[config.mk]
export PLATFORM = sky130hd
export DESIGN_NAME = gmii_rx_rate_adapter
export DESIGN_NICKNAME = d
export VERILOG_FILES = /design/src/rtl/eth_pkg.sv /design/src/rtl/rgmii_inband_status.sv /design/src/rtl/gmii_rx_rate_adapter.sv
export SDC_FILE = /design/constraint.sdc
export NUM_CORES = 1
export LEC_CHECK = 0
export ABC_AREA = 1
export CELL_PAD_IN_SITES_DETAIL_PLACEMENT = 1
export CELL_PAD_IN_SITES_GLOBAL_PLACEMENT = 2
export CORE_ASPECT_RATIO = 0.6
export CORE_MARGIN = 1.5
export CORE_UTILIZATION = 35
export CTS_CLUSTER_DIAMETER = 100
export DETAILED_ROUTE_END_ITERATION = 6
export GPL_ROUTABILITY_DRIVEN = 0
export MAX_ROUTING_LAYER = met4
export PLACE_DENSITY = 0.89
export RECOVER_POWER = 100
export SLEW_MARGIN = 20
export SYNTH_ARGS = -nofsm -noshare
export SYNTH_HDL_FRONTEND = slang
export SYNTH_HIERARCHICAL = 1
export SYNTH_SLANG_ARGS = --single-unit
[constraint.sdc]
create_clock -name clk -period 3.4 [get_ports clk]
set_input_delay 0.68 -clock clk [delete_from_list [all_inputs] [get_ports clk]]
set_output_delay 0.68 -clock clk [all_outputs]
set_load 0.1 [all_outputs]
[src/rtl/eth_pkg.sv]
// Shared encodings for the GMII/MII receive path: speed modes, preamble/SFD symbols, framer states.
// Pure definitions; no timing or flow-control behaviour.
package eth_pkg;

  localparam logic [1:0] SPD_10   = 2'b00;
  localparam logic [1:0] SPD_100  = 2'b01;
  localparam logic [1:0] SPD_1000 = 2'b10;

  localparam logic [3:0] PREAMBLE_NIB = 4'h5;
  localparam logic [3:0] SFD_NIB      = 4'hD;
  localparam logic [7:0] SFD_BYTE     = 8'hD5;

  typedef enum logic [1:0] {
    ST_IDLE,
    ST_PREAMBLE,
    ST_DATA,
    ST_DROP
  } rx_state_e;

  // 2'b11 is deliberately treated as gigabit.
  function automatic logic is_nib_speed(input logic [1:0] spd);
    return (spd == SPD_10) || (spd == SPD_100);
  endfunction

endpackage

[src/rtl/rgmii_inband_status.sv]
// Filters RGMII in-band status nibbles; outputs change one cycle after the STATUS_STABLE-th identical sample.
// No backpressure: samples are taken whenever sample_i is high.
module rgmii_inband_status
  import eth_pkg::*;
#(
  parameter int STATUS_STABLE = 4
) (
  input  logic       clk,
  input  logic       rst_n,
  input  logic       sample_i,
  input  logic [3:0] nib_i,
  output logic       link_up_o,
  output logic [1:0] link_speed_o,
  output logic       link_fdx_o
);

  localparam int RW = $clog2(STATUS_STABLE + 1);

  logic [3:0]    cand_q, cand_d;
  logic [RW-1:0] run_q, run_d;
  logic [3:0]    stat_q, stat_d;

  always_comb begin
    cand_d = cand_q;
    run_d  = run_q;
    stat_d = stat_q;
    if (sample_i) begin
      cand_d = nib_i;
      // A zero run length means no candidate yet, so the first sample always starts a run.
      if ((run_q != '0) && (nib_i == cand_q)) begin
        if (run_q != RW'(STATUS_STABLE)) begin
          run_d = run_q + 1'b1;
        end
      end else begin
        run_d = RW'(1);
      end
      if (run_d == RW'(STATUS_STABLE)) begin
        stat_d = nib_i;
      end
    end
  end

  always_ff @(posedge clk or negedge rst_n) begin
    if (!rst_n) begin
      cand_q <= '0;
      run_q  <= '0;
      stat_q <= '0;
    end else begin
      cand_q <= cand_d;
      run_q  <= run_d;
      stat_q <= stat_d;
    end
  end

  assign link_up_o    = stat_q[0];
  assign link_speed_o = stat_q[2:1];
  assign link_fdx_o   = stat_q[3];

endmodule

[src/rtl/gmii_rx_rate_adapter.sv]
// GMII/MII receive framer: strips preamble, packs nibbles, emits bytes 2 cycles after sample (eof byte 1 cycle after dv fall).
// No backpressure: the output is a strobe stream that must be consumed as produced.
module gmii_rx_rate_adapter
  import eth_pkg::*;
#(
  parameter int MAX_LEN       = 1522,
  parameter int LEN_W         = 11,
  parameter int CNT_W         = 16,
  parameter int STATUS_STABLE = 4
) (
  input  logic             clk,
  input  logic             rst_n,
  input  logic [1:0]       speed_mode,
  input  logic             in_ce,
  input  logic             in_dv,
  input  logic             in_er,
  input  logic [7:0]       in_d,
  output logic             out_valid,
  output logic [7:0]       out_data,
  output logic             out_sof,
  output logic             out_eof,
  output logic             out_err,
  output logic             link_up,
  output logic [1:0]       link_speed,
  output logic             link_fdx,
  output logic [CNT_W-1:0] frame_cnt,
  output logic [CNT_W-1:0] err_cnt
);

  rx_state_e        state_q, state_d;
  logic             nib_mode_q, nib_mode_d;
  logic             nib_phase_q, nib_phase_d;
  logic [3:0]       lo_nib_q, lo_nib_d;
  logic [7:0]       hold_q, hold_d;
  logic             hold_vld_q, hold_vld_d;
  logic             first_q, first_d;
  logic             err_q, err_d;
  logic [LEN_W-1:0] len_q, len_d;

  logic             out_valid_q, out_valid_d;
  logic [7:0]       out_data_q, out_data_d;
  logic             out_sof_q, out_sof_d;
  logic             out_eof_q, out_eof_d;
  logic             out_err_q, out_err_d;
  logic [CNT_W-1:0] frame_cnt_q, frame_cnt_d;
  logic [CNT_W-1:0] err_cnt_q, err_cnt_d;

  logic             byte_done;
  logic [7:0]       new_byte;
  logic             enter_data;
  logic             inc_good;
  logic             inc_bad;
  logic             status_smp;

  always_comb begin
    state_d     = state_q;
    nib_mode_d  = nib_mode_q;
    nib_phase_d = nib_phase_q;
    lo_nib_d    = lo_nib_q;
    hold_d      = hold_q;
    hold_vld_d  = hold_vld_q;
    first_d     = first_q;
    err_d       = err_q;
    len_d       = len_q;
    out_valid_d = 1'b0;
    out_data_d  = '0;
    out_sof_d   = 1'b0;
    out_eof_d   = 1'b0;
    out_err_d   = 1'b0;
    byte_done   = 1'b0;
    new_byte    = in_d;
    enter_data  = 1'b0;
    inc_good    = 1'b0;
    inc_bad     = 1'b0;

    if (in_ce) begin
      case (state_q)
        ST_IDLE: begin
          if (in_dv) begin
            state_d    = ST_PREAMBLE;
            nib_mode_d = is_nib_speed(speed_mode);
            lo_nib_d   = in_d[3:0];
          end
        end

        ST_PREAMBLE: begin
          if (!in_dv) begin
            state_d = ST_IDLE;
          end else if (nib_mode_q) begin
            // lo_nib_q doubles as the previous preamble nibble while hunting for 5-D.
            lo_nib_d = in_d[3:0];
            if ((in_d[3:0] == SFD_NIB) && (lo_nib_q == PREAMBLE_NIB)) begin
              enter_data = 1'b1;
            end
          end else if (in_d == SFD_BYTE) begin
            enter_data = 1'b1;
          end
        end

        ST_DATA: begin
          if (!in_dv) begin
            state_d    = ST_IDLE;
            hold_vld_d = 1'b0;
            if (hold_vld_q) begin
              out_valid_d = 1'b1;
              out_data_d  = hold_q;
              out_sof_d   = first_q;
              out_eof_d   = 1'b1;
              out_err_d   = err_q | nib_phase_q;
              inc_good    = ~(err_q | nib_phase_q);
              inc_bad     = err_q | nib_phase_q;
            end else begin
              inc_bad = 1'b1;
            end
          end else begin
            if (in_er) begin
              err_d = 1'b1;
            end
            if (nib_mode_q) begin
              if (nib_phase_q) begin
                byte_done   = 1'b1;
                new_byte    = {in_d[3:0], lo_nib_q};
                nib_phase_d = 1'b0;
              end else begin
                lo_nib_d    = in_d[3:0];
                nib_phase_d = 1'b1;
              end
            end else begin
              byte_done = 1'b1;
            end

            if (byte_done) begin
              if (hold_vld_q) begin
                out_valid_d = 1'b1;
                out_data_d  = hold_q;
                out_sof_d   = first_q;
                first_d     = 1'b0;
              end
              hold_d     = new_byte;
              hold_vld_d = 1'b1;
              len_d      = len_q + 1'b1;
              if (len_q == LEN_W'(MAX_LEN - 1)) begin
                state_d = ST_DROP;
              end
            end
          end
        end

        ST_DROP: begin
          // The byte that hit the length limit is still held; it closes the frame as bad.
          if (hold_vld_q) begin
            out_valid_d = 1'b1;
            out_data_d  = hold_q;
            out_sof_d   = first_q;
            out_eof_d   = 1'b1;
            out_err_d   = 1'b1;
            inc_bad     = 1'b1;
            hold_vld_d  = 1'b0;
            first_d     = 1'b0;
          end
          if (!in_dv) begin
            state_d = ST_IDLE;
          end
        end

        default: state_d = ST_IDLE;
      endcase

      if (enter_data) begin
        state_d     = ST_DATA;
        nib_phase_d = 1'b0;
        hold_vld_d  = 1'b0;
        first_d     = 1'b1;
        err_d       = 1'b0;
        len_d       = '0;
      end
    end

    frame_cnt_d = frame_cnt_q;
    err_cnt_d   = err_cnt_q;
    if (inc_good && (frame_cnt_q != '1)) begin
      frame_cnt_d = frame_cnt_q + 1'b1;
    end
    if (inc_bad && (err_cnt_q != '1)) begin
      err_cnt_d = err_cnt_q + 1'b1;
    end
  end

  always_ff @(posedge clk or negedge rst_n) begin
    if (!rst_n) begin
      state_q     <= ST_IDLE;
      nib_mode_q  <= 1'b0;
      nib_phase_q <= 1'b0;
      lo_nib_q    <= '0;
      hold_q      <= '0;
      hold_vld_q  <= 1'b0;
      first_q     <= 1'b0;
      err_q       <= 1'b0;
      len_q       <= '0;
      out_valid_q <= 1'b0;
      out_data_q  <= '0;
      out_sof_q   <= 1'b0;
      out_eof_q   <= 1'b0;
      out_err_q   <= 1'b0;
      frame_cnt_q <= '0;
      err_cnt_q   <= '0;
    end else begin
      state_q     <= state_d;
      nib_mode_q  <= nib_mode_d;
      nib_phase_q <= nib_phase_d;
      lo_nib_q    <= lo_nib_d;
      hold_q      <= hold_d;
      hold_vld_q  <= hold_vld_d;
      first_q     <= first_d;
      err_q       <= err_d;
      len_q       <= len_d;
      out_valid_q <= out_valid_d;
      out_data_q  <= out_data_d;
      out_sof_q   <= out_sof_d;
      out_eof_q   <= out_eof_d;
      out_err_q   <= out_err_d;
      frame_cnt_q <= frame_cnt_d;
      err_cnt_q   <= err_cnt_d;
    end
  end

  // Status nibbles are only meaningful between frames with no carrier/error indication.
  assign status_smp = in_ce && (state_q == ST_IDLE) && !in_dv && !in_er;

  rgmii_inband_status #(
    .STATUS_STABLE(STATUS_STABLE)
  ) u_status (
    .clk          (clk),
    .rst_n        (rst_n),
    .sample_i     (status_smp),
    .nib_i        (in_d[3:0]),
    .link_up_o    (link_up),
    .link_speed_o (link_speed),
    .link_fdx_o   (link_fdx)
  );

  assign out_valid = out_valid_q;
  assign out_data  = out_data_q;
  assign out_sof   = out_sof_q;
  assign out_eof   = out_eof_q;
  assign out_err   = out_err_q;
  assign frame_cnt = frame_cnt_q;
  assign err_cnt   = err_cnt_q;

endmodule

== After elaboration in Yosys (flattened, before gate mapping) ==
Cells that the tools add are included.
Cells by class
  $mul: 0
  reduce and logical (&&, ||, !) cells: 31
  muxes and demuxes: 82
  equal/unequal tests: 25
  divide/modulo/power cells: 0
  bitwise operators: 2
  $add $sub $neg: 4
  $lt $le $gt $ge: 0
  shift-type cells: 0
Operators with widths (count)
  $mux 8: 6
  $mux 1: 47
  $mux 11: 4
  $add 16x1->16 const B: 2
  $ne 16x16->1 const B: 2
  $mux 4: 6
  $reduce_and 4->1: 5
  $pmux 8 s2: 1
  $pmux 1 s2: 7
  $mux 2: 6
  $ne 2x2->1 const B: 6
  $ne 3x3->1 const B: 4
  $pmux 4 s3: 1
  $add 11x1->11 const B: 1
  $eq 11x11->1 const B: 1
  $reduce_bool 2->1: 5
  $mux 3: 3
  $reduce_bool 3->1: 3
  $eq 8x8->1 const B: 1
  $ne 4x4->1 const B: 2
  $reduce_and 8->1: 1
  $logic_and 1x1->1: 7
  $pmux 2 s3: 1
  $reduce_and 3->1: 2
  16 further kinds: 20
Word-level totals
  bits in latches: 0
  memory bits (read-only): 0
  input port bits: 15
  bits in writable memories: 0
  logic and storage cells: 163
  memories kept: 0
  bits in registers: 85

== Logic depth before layout (Yosys ltp) ==
Gate-level depths: netlist (run 1).
  depth in word-level cells: 9
  mapped depth: 11

== By module ==
Netlist (run 1), hierarchy kept.
By module, submodules not included
  gmii_rx_rate_adapter: seq. area each 1851.8 um2, cells an instance 543, times used 1, area each 4129.0 um2
  rgmii_inband_status: seq. area each 275.3 um2, cells an instance 84, times used 1, area each 638.1 um2

== Worst setup path before layout (run 1) ==
OpenSTA, ideal clock, no wires.
  path type: register to register
  start point: reg err_cnt_q[1] (netlist: err_cnt[1])
  end point: reg err_cnt_q[12] (netlist: err_cnt[12])
  path slack: 983 ps
  data required time: 3280 ps
  stages on the path, launching flop included: 12
  setup time: 120 ps
  data arrival time: 2297 ps
  cells stage by stage: dfrtp_1 ha_1 nand3_4 nor2_4 nand2_4 nor2_4 nand3_2 nand2_4 inv_4 buf_6 nand2_1 nand2_1
On the way
  longest elaborated chain between the ends: 2
  elaborated cells between the ends (all ways): 3
  those cells by class: add/sub (1); eq/ne (1); reduce/logical (1)
Ends and longest elaborated chain
  start: declaration: RTL line gmii_rx_rate_adapter.sv:46  | logic [CNT_W-1:0] err_cnt_q, err_cnt_d;
  start signal: assignment: RTL line gmii_rx_rate_adapter.sv:223  | err_cnt_q <= err_cnt_d;
  parallel branches: the longest is 2 deep, another holds $add 16x1->16
Several ways; the timed one is not identified.
A chain may end at the register's enable or synchronous reset.

== Final worst setup path (run 1) ==
  start point: in in_dv
  end point: reg frame_cnt_q[4] (netlist: frame_cnt[4])
On the way
  longest elaborated chain between the ends: 4
Ends and longest elaborated chain
  start: declaration: RTL line gmii_rx_rate_adapter.sv:15  | input logic in_dv,
  $mux 1: RTL line gmii_rx_rate_adapter.sv:101  | if (!in_dv) begin
  $mux 1: RTL line gmii_rx_rate_adapter.sv:77  | case (state_q)
  $mux 1: RTL line gmii_rx_rate_adapter.sv:76  | if (in_ce) begin
  $logic_and 1x1->1: RTL line gmii_rx_rate_adapter.sv:181  | if (inc_good && (frame_cnt_q != '1)) begin
  end signal: assignment: RTL line gmii_rx_rate_adapter.sv:222  | frame_cnt_q <= frame_cnt_d;
  end: declaration: RTL line gmii_rx_rate_adapter.sv:45  | logic [CNT_W-1:0] frame_cnt_q, frame_cnt_d;
Every way passes these cells.

==> results of run 1 <==
Yosys cell counts, types with 2 or more instances:
library cell / number
a21oi_1: 2
buf_2: 9
buf_6: 2
clkbuf_1: 3
dfrtp_1: 85
ha_1: 6
inv_1: 76
inv_2: 3
nand2_1: 217
nand2_2: 5
nand2_4: 2
nand3_1: 30
nand3_2: 2
nand3b_1: 3
nand4_1: 19
nor2_1: 49
nor2_2: 3
nor2_4: 5
nor3_1: 13
nor4_1: 2
o211ai_1: 5
o21ai_0: 30
o21ai_1: 4
o21ai_2: 2
o21bai_1: 2
xnor2_1: 13
xor2_1: 21
metrics by stage:
stage | power (W) | std cells | worst slack, ns | util, %
floorplan | 0.00167 | 627 | 0.983 | -
global placement | 0.00182 | 851 | 0.703 | 41.9
detailed placement | 0.00186 | 851 | 0.618 | 41.9
CTS | 0.00287 | 867 | 0.854 | 44.2
global route | 0.00300 | 867 | 0.394 | 42.8
finish | 0.00284 | 867 | 0.669 | 42.8
logic make-up (layout without fill, tap and decap cells):
logic type,after synthesis,after routing,synth area share (%)
adder cells (fa/ha/maj),6,6,1.57
flip-flops,85,85,44.6
XOR/XNOR,34,34,6.25
AND/OR/NAND/NOR,356,356,33.2
AO/OA/AOI/OAI,52,52,6.38
buffers and inverters,94,164,8.01
critical path: cells and delay by family:
family	cells	cell delay, ns
buf+inv	3	1.81
simple gates	4	0.46
state kept, by name (all words and copies together) (netlist names), 3 cells and up:
signal and count:
hold_q 8, frame_cnt 16, u_status/run_q 3, len_q 11, out_data 8, u_status/cand_q 4, lo_nib_q 4, u_status/stat_q 4
err_cnt 16
path summary, 6_finish.rpt:
kind | slack (ns) | to | from | depth (start not counted)
min in group asynchronous | 0.88 | u_status/run_q[0]$_DFFE_PN0P_ | rst_n | 1
worst min-delay path | 0.47 | u_status/stat_q[3]$_DFFE_PN0P_ | u_status/stat_q[3]$_DFFE_PN0P_ | 2
worst max register to register | 0.72 | frame_cnt[4]$_DFFE_PN0P_ | frame_cnt[0]$_DFFE_PN0P_ | 10
max in group asynchronous | 0.94 | len_q[10]$_DFFE_PN0P_ | rst_n | 2
worst max-delay path | 0.67 | frame_cnt[4]$_DFFE_PN0P_ | in_dv | 7
worst min register to register | 0.47 | u_status/stat_q[3]$_DFFE_PN0P_ | u_status/stat_q[3]$_DFFE_PN0P_ | 2
where the power goes:
group          switching (W)  internal (W)
combinational       0.000428      0.000174
clock               0.000414      0.000588
sequential          0.000104       0.00113
total               0.000946       0.00189
cell type report:
cell class | count | share of cell area, %
Multi-Input combinational cell | 448 | 40.0
Sequential cell | 85 | 38.1
Timing Repair Buffer | 68 | 7.44
Inverter | 80 | 5.42
Clock buffer | 12 | 4.41
Tap cell | 170 | 3.81
Clock inverter | 4 | 0.851
per-layer routing:
layer	GRT usage, %	wire length [um]
met3	4.26	610
met2	30.1	5480
met4	4.13	104
met5	-	0
met1	29.4	6960
cells in the final DEF, fill, tap and decap left out, drive strengths merged, types with 5 or more instances in the layout:
| cell type | instances |
|---|---|
| clkbuf | 54 |
| nand3 | 33 |
| nor3 | 14 |
| clkdlybuf4s50 | 9 |
| dlygate4sd3 | 15 |
| ha | 6 |
| nor2 | 57 |
| dfrtp | 85 |
| o211ai | 5 |
| nand4 | 20 |
| o21ai | 36 |
| nand2 | 224 |
| inv | 80 |
| xor2 | 21 |
| xnor2 | 13 |
==> impl_results.md, run 1 <==
* Min-delay worst type: reg2reg
* Ranking of synthesized cells by area: dfrtp_1 (45%), nand2_1 (17%), inv_1 (6.0%)
* Final min period at 2.73 ns
* RSZ-0062 raised after global routing: false
* Most Frequent Cell on Critical Path: nand2_1
* Footprint of the multi-input gates at 2230 sq um
* FP Rows at 32
* Post-synth EDFFs at 0
* Final setup viols at 0
* Number of hold buffers added after cts at 0
* Setup crit start kind: input port
* Initial antenna violation count at 0
* Sequential area share after synthesis at 44.6%
* Layout cells sized above 1 at 6.03%
* DR vias/cell at 4.88
* Syn nets at 648
* Final non-filler cell area at 5590 sq um
* Cts repair resizes at 0
* Worst skew pair latency at 0.34 ns
* Number of remaining DRC errors at 0
* WL/cell at 15.2 um
* Io pins at 63
* CTS Root Buffer Type: clkbuf_16
* P&R area growth vs syn at 17.2%
* Max rail drop VDD at 0.000270 V
* Crit path max-delay cell type: dlygate4sd3_1
* Starting density of the core at 36.5%
* Cell-by-cell trace of the critical path: dlygate4sd3_1, nor4_1, nand2_1, clkbuf_1, inv_1, nand2_1, nand2_1
* Total clock sinks at 85
* Top cell type's share of synthesized area at 44.6%
* Clk slew on worst S/H paths at 0.06 ns
* Synth cell types at 41
* Die height at 93.4 um
* Post-synthesis area per instance at 7.60 sq um
* Setup TNS after final layout at 0 ns
* Largest net degree at the start of global routing at 37
* Worst-path maximum fanout at 21
* Ys async rst share at 100%
* Max clock buf depth at 2
* Fillcell total at 1647
* Top FF cell, synth: dfrtp_1
* # nets final at 713
* Clock buffer count from CTS at 9
* CTS tree: yes
* Vias in the first global route at 4438
* Worst Max-Slew Pin Slew at 1.95 ns
* Drt initial violations at 214
* Post-DP HPWL at 9910 um
* Violated checks: max-capacitance violations, max-slew violations
* DRT Wirelength at 13200 um
* GR Util All Layers at 20.6%
* Slew margin rel. at -30.0%
* Worst EP required at 3.62 ns
* Clock Skew at 0.00728 ns
* Ant diodes at 0
* Yosys top cell by area: dfrtp_1
* Final hold slack at 0.466 ns
* Setup bufs post-CTS at 0
* Storage element area at 2130 sq um
* DR vias at 4234
* Worst path arrival time at 2.96 ns
* Run status: complete, but fails checks
* Final max-slew violation count at 37
* Max cap viols at 1
* YS warnings at 6
* Drt first pass iters at 4
* Final Hold Viols at 0
* First-pass GRT wire length at 22800 um
* Port Buffers at 61
* Syn Std Cell Area at 4770 sq um
* Crit. End Element: flop
* F_max at 366 MHz
* Static leakage at 2.77 nW
* H-tree depth at 3
* Final Cycle Share at 80.3%
* Die area at 14400 sq um
* P per Cell Area at 508 nW/um^2
* Critical path class: in2reg
* Yosys reg bits at 85
* Placed Area at 5470 sq um
* Antenna Nets Post-Route at 0
* Synth Instances at 627
* Crit-path max cell delay at 0.74 ns
* Die X at 154 um
* Core Area at 13100 sq um
* Overflow after GRT at 0
Power figures use the tool's default switching activity.
==> run 2, diff against run 1 <==
- CORE_UTILIZATION: 35 -> 29
- PLACE_DENSITY: 0.89 -> 0.79
- clock period: 3.4 -> 2.2 ns (I/O delays scaled with it)
==> run 2 against run 1 <==
Effect of this change: the run now ends clean; routed wire length increased by 2.7%; final cell count grew 7.0%; die area increased by 20%; critical path type is now reg2reg; highest routed layer unchanged.
==> impl_results.md, run 2 (synthesized netlist as in run 1, its figures left out) <==
* Largest net degree at the start of global routing at 86 (was 37)
* CTS Root Buffer Type: clkbuf_16 (unchanged)
* Min-delay worst type: in2async (was reg2reg)
* Max cap viols at 0 (was 1)
* FP Rows at 36 (was 32)
* Static leakage at 2.98 nW (was 2.77 nW)
* Final Hold Viols at 0 (unchanged)
* Final std cells w/o fill at 928 (was 867)
* Crit path max-delay cell type: dfrtp_1 (was dlygate4sd3_1)
* Io pins at 63 (unchanged)
* Critical path class: reg2reg (was in2reg)
* Leading cell type in the layout, fill and taps excluded: nand2_1 (unchanged)
* Clk slew on worst S/H paths at 0.07 ns (was 0.06 ns)
* Final Cycle Share at 92.4%
* Setup crit start kind: flop (was input port)
* Number of remaining DRC errors at 0 (unchanged)
* Placed Area at 5700 sq um (was 5470 sq um)
* WL/cell at 14.6 um (was 15.2 um)
* Max rail drop VDD at 0.000368 V (was 0.000270 V)
* P per Cell Area at 753 nW/um^2 (was 508 nW/um^2)
* Most Frequent Cell on Critical Path: nand2_1 (unchanged)
* GR Util All Layers at 17.6% (was 20.6%)
* Final min period at 2.03 ns
* DR vias/cell at 4.65 (was 4.88)
* Starting density of the core at 29.5% (was 36.5%)
* Crit-path max cell delay at 0.57 ns (was 0.74 ns)
* Worst Max-Slew Pin Slew at 1.25 ns (was 1.95 ns)
* Number of hold buffers added after cts at 0 (unchanged)
* F_max at 492 MHz
* Total clock sinks at 85 (unchanged)
* Clock Skew at 0.00779 ns (was 0.00728 ns)
* Die height at 102 um (was 93.4 um)
* H-tree depth at 3 (unchanged)
* Worst EP required at 2.42 ns (was 3.62 ns)
* Final setup viols at 0 (unchanged)
* DR vias at 4317 (was 4234)
* Dpl cells at 912 (was 851)
* Final max-slew violation count at 0 (was 37)
* Crit. End Element: flop (unchanged)
* Die X at 169 um (was 154 um)
* First-pass GRT wire length at 23000 um (was 22800 um)
* Post-DP HPWL at 10100 um (was 9910 um)
* Layout cells sized above 1 at 17.1% (was 6.03%)
* Vias in the first global route at 4479 (was 4438)
* Slew margin rel. at 16.9% (was -30.0%)
* Ant diodes at 0 (unchanged)
* DRT Wirelength at 13500 um (was 13200 um)
* Drt first pass iters at 6 (was 4)
* Worst skew pair latency at 0.35 ns (was 0.34 ns)
* Worst path arrival time at 2.25 ns (was 2.96 ns)
* Max clock buf depth at 2 (unchanged)
* Cell-by-cell trace of the critical path: nand2_1, nor4_1, buf_4, nand2_1, clkbuf_2, nand2_1, o21ai_0 (was dlygate4sd3_1, nor4_1, nand2_1, clkbuf_1, inv_1, nand2_1, nand2_1)
* Worst-path maximum fanout at 10 (was 21)
* Clock buffer count from CTS at 9 (unchanged)
* Initial antenna violation count at 0 (unchanged)
* Overflow after GRT at 0 (unchanged)
* Port Buffers at 61 (unchanged)
* Setup TNS after final layout at 0 ns (unchanged)
* Drt initial violations at 165 (was 214)
* # nets final at 735 (was 713)
* Final non-filler cell area at 5830 sq um (was 5590 sq um)
* Run status: finished, final reports clean (was complete, but fails checks)
* Antenna Nets Post-Route at 0 (unchanged)
* Die area at 17200 sq um (was 14400 sq um)
* CTS tree: yes (unchanged)
* P&R area growth vs syn at 22.3% (was 17.2%)
* Core Area at 16200 sq um (was 13100 sq um)
* RSZ-0062 raised after global routing: false (unchanged)
* Most frequent cells in the layout: nand2_1 (218), inv_1 (77), dfrtp_1 (77), clkbuf_2 (52), nor2_1 (48) (was nand2_1 (218), dfrtp_1 (85), inv_1 (76), nor2_1 (49), clkbuf_1 (42))
run 2: final timing paths:
| kind | depth (start not counted) | from | end | slack (ns) |
|---|---|---|---|---|
| worst max-delay path | 7 | state_q[1]$_DFFE_PN0P_ | frame_cnt[2]$_DFFE_PN0P_ | 0.17 |
| worst min-delay path | 2 | rst_n | frame_cnt[0]$_DFFE_PN0P_ | 0.47 |
| worst max register to register | 7 | state_q[1]$_DFFE_PN0P_ | frame_cnt[2]$_DFFE_PN0P_ | 0.17 |
| worst min register to register | 2 | u_status/stat_q[1]$_DFFE_PN0P_ | u_status/stat_q[1]$_DFFE_PN0P_ | 0.48 |
| max in group asynchronous | 2 | rst_n | err_cnt[7]$_DFFE_PN0P_ | 0.85 |
| min in group clk | 2 | u_status/stat_q[1]$_DFFE_PN0P_ | u_status/stat_q[1]$_DFFE_PN0P_ | 0.48 |
run 2: power breakdown:
| group | total [W] | switching [W] | internal [W] | leakage, nW |
|---|---|---|---|---|
| Clock | 0.00152 | 0.000655 | 0.000863 | 0.145 |
| Sequential | 0.00190 | 0.000153 | 0.00174 | 1.10 |
| Combinational | 0.000978 | 0.000684 | 0.000295 | 1.73 |
run 2: timing repair:
item                                    CTS  global route
endpoints found under the setup margin    0             4
endpoints found under the hold margin     0             0
setup buffers                             0             0
gates resized for setup                   0             1
run 2: cell type report:
cell class / count / area, sq um
fillers: 2001 / 10300
multi-input cells: 448 / 2250
flip-flops and latches: 85 / 2140
repair buffers: 90 / 582
inverters: 80 / 303
clock buffers: 12 / 267
well taps: 209 / 262
clock inverters: 4 / 30.0
run 2: layer usage:
| layer | global-route usage (%) | part of all wire [%] | vias up |
|---|---|---|---|
| met4 | 4.33 | 0.63 | 0 |
| li1 | - | - | 2144 |
| met1 | 25.1 | 55 | 2106 |
| met3 | 3.06 | 2.8 | 8 |
| met5 | - | 0 | - |
| met2 | 25.9 | 41 | 59 |
run 2: stage by stage:
step | power (W) | hold WS, ns | worst slack, ns | utilization (%)
6_report | 0.00439 | 0.468 | 0.168 | 36.1
3_3_place_gp | 0.00286 | 0.463 | -0.0427 | 35.3
3_5_place_dp | 0.00292 | 0.472 | -0.0284 | 35.3
4_1_cts | 0.00447 | 0.149 | 0.180 | 37.1
2_1_floorplan | 0.00258 | 0.144 | 0.000248 | -
5_1_grt | 0.00467 | 0.519 | 0.0296 | 36.1
run 2: critical path, delay by kind of cell (launching register included):
| family | cells | cell delay, ns |
|---|---|---|
| compound gates | 1 | 0.09 |
| buf+inv | 2 | 0.40 |
| simple gates | 4 | 0.85 |
| flops | 1 | 0.57 |
==> run 3, diff against run 2 <==
- SKIP_LAST_GASP: not set -> 1
- SLEW_MARGIN: 20 -> not set
==> results of run 3 <==
No change in the layout: final DEF, timing and power equal those of run 2.
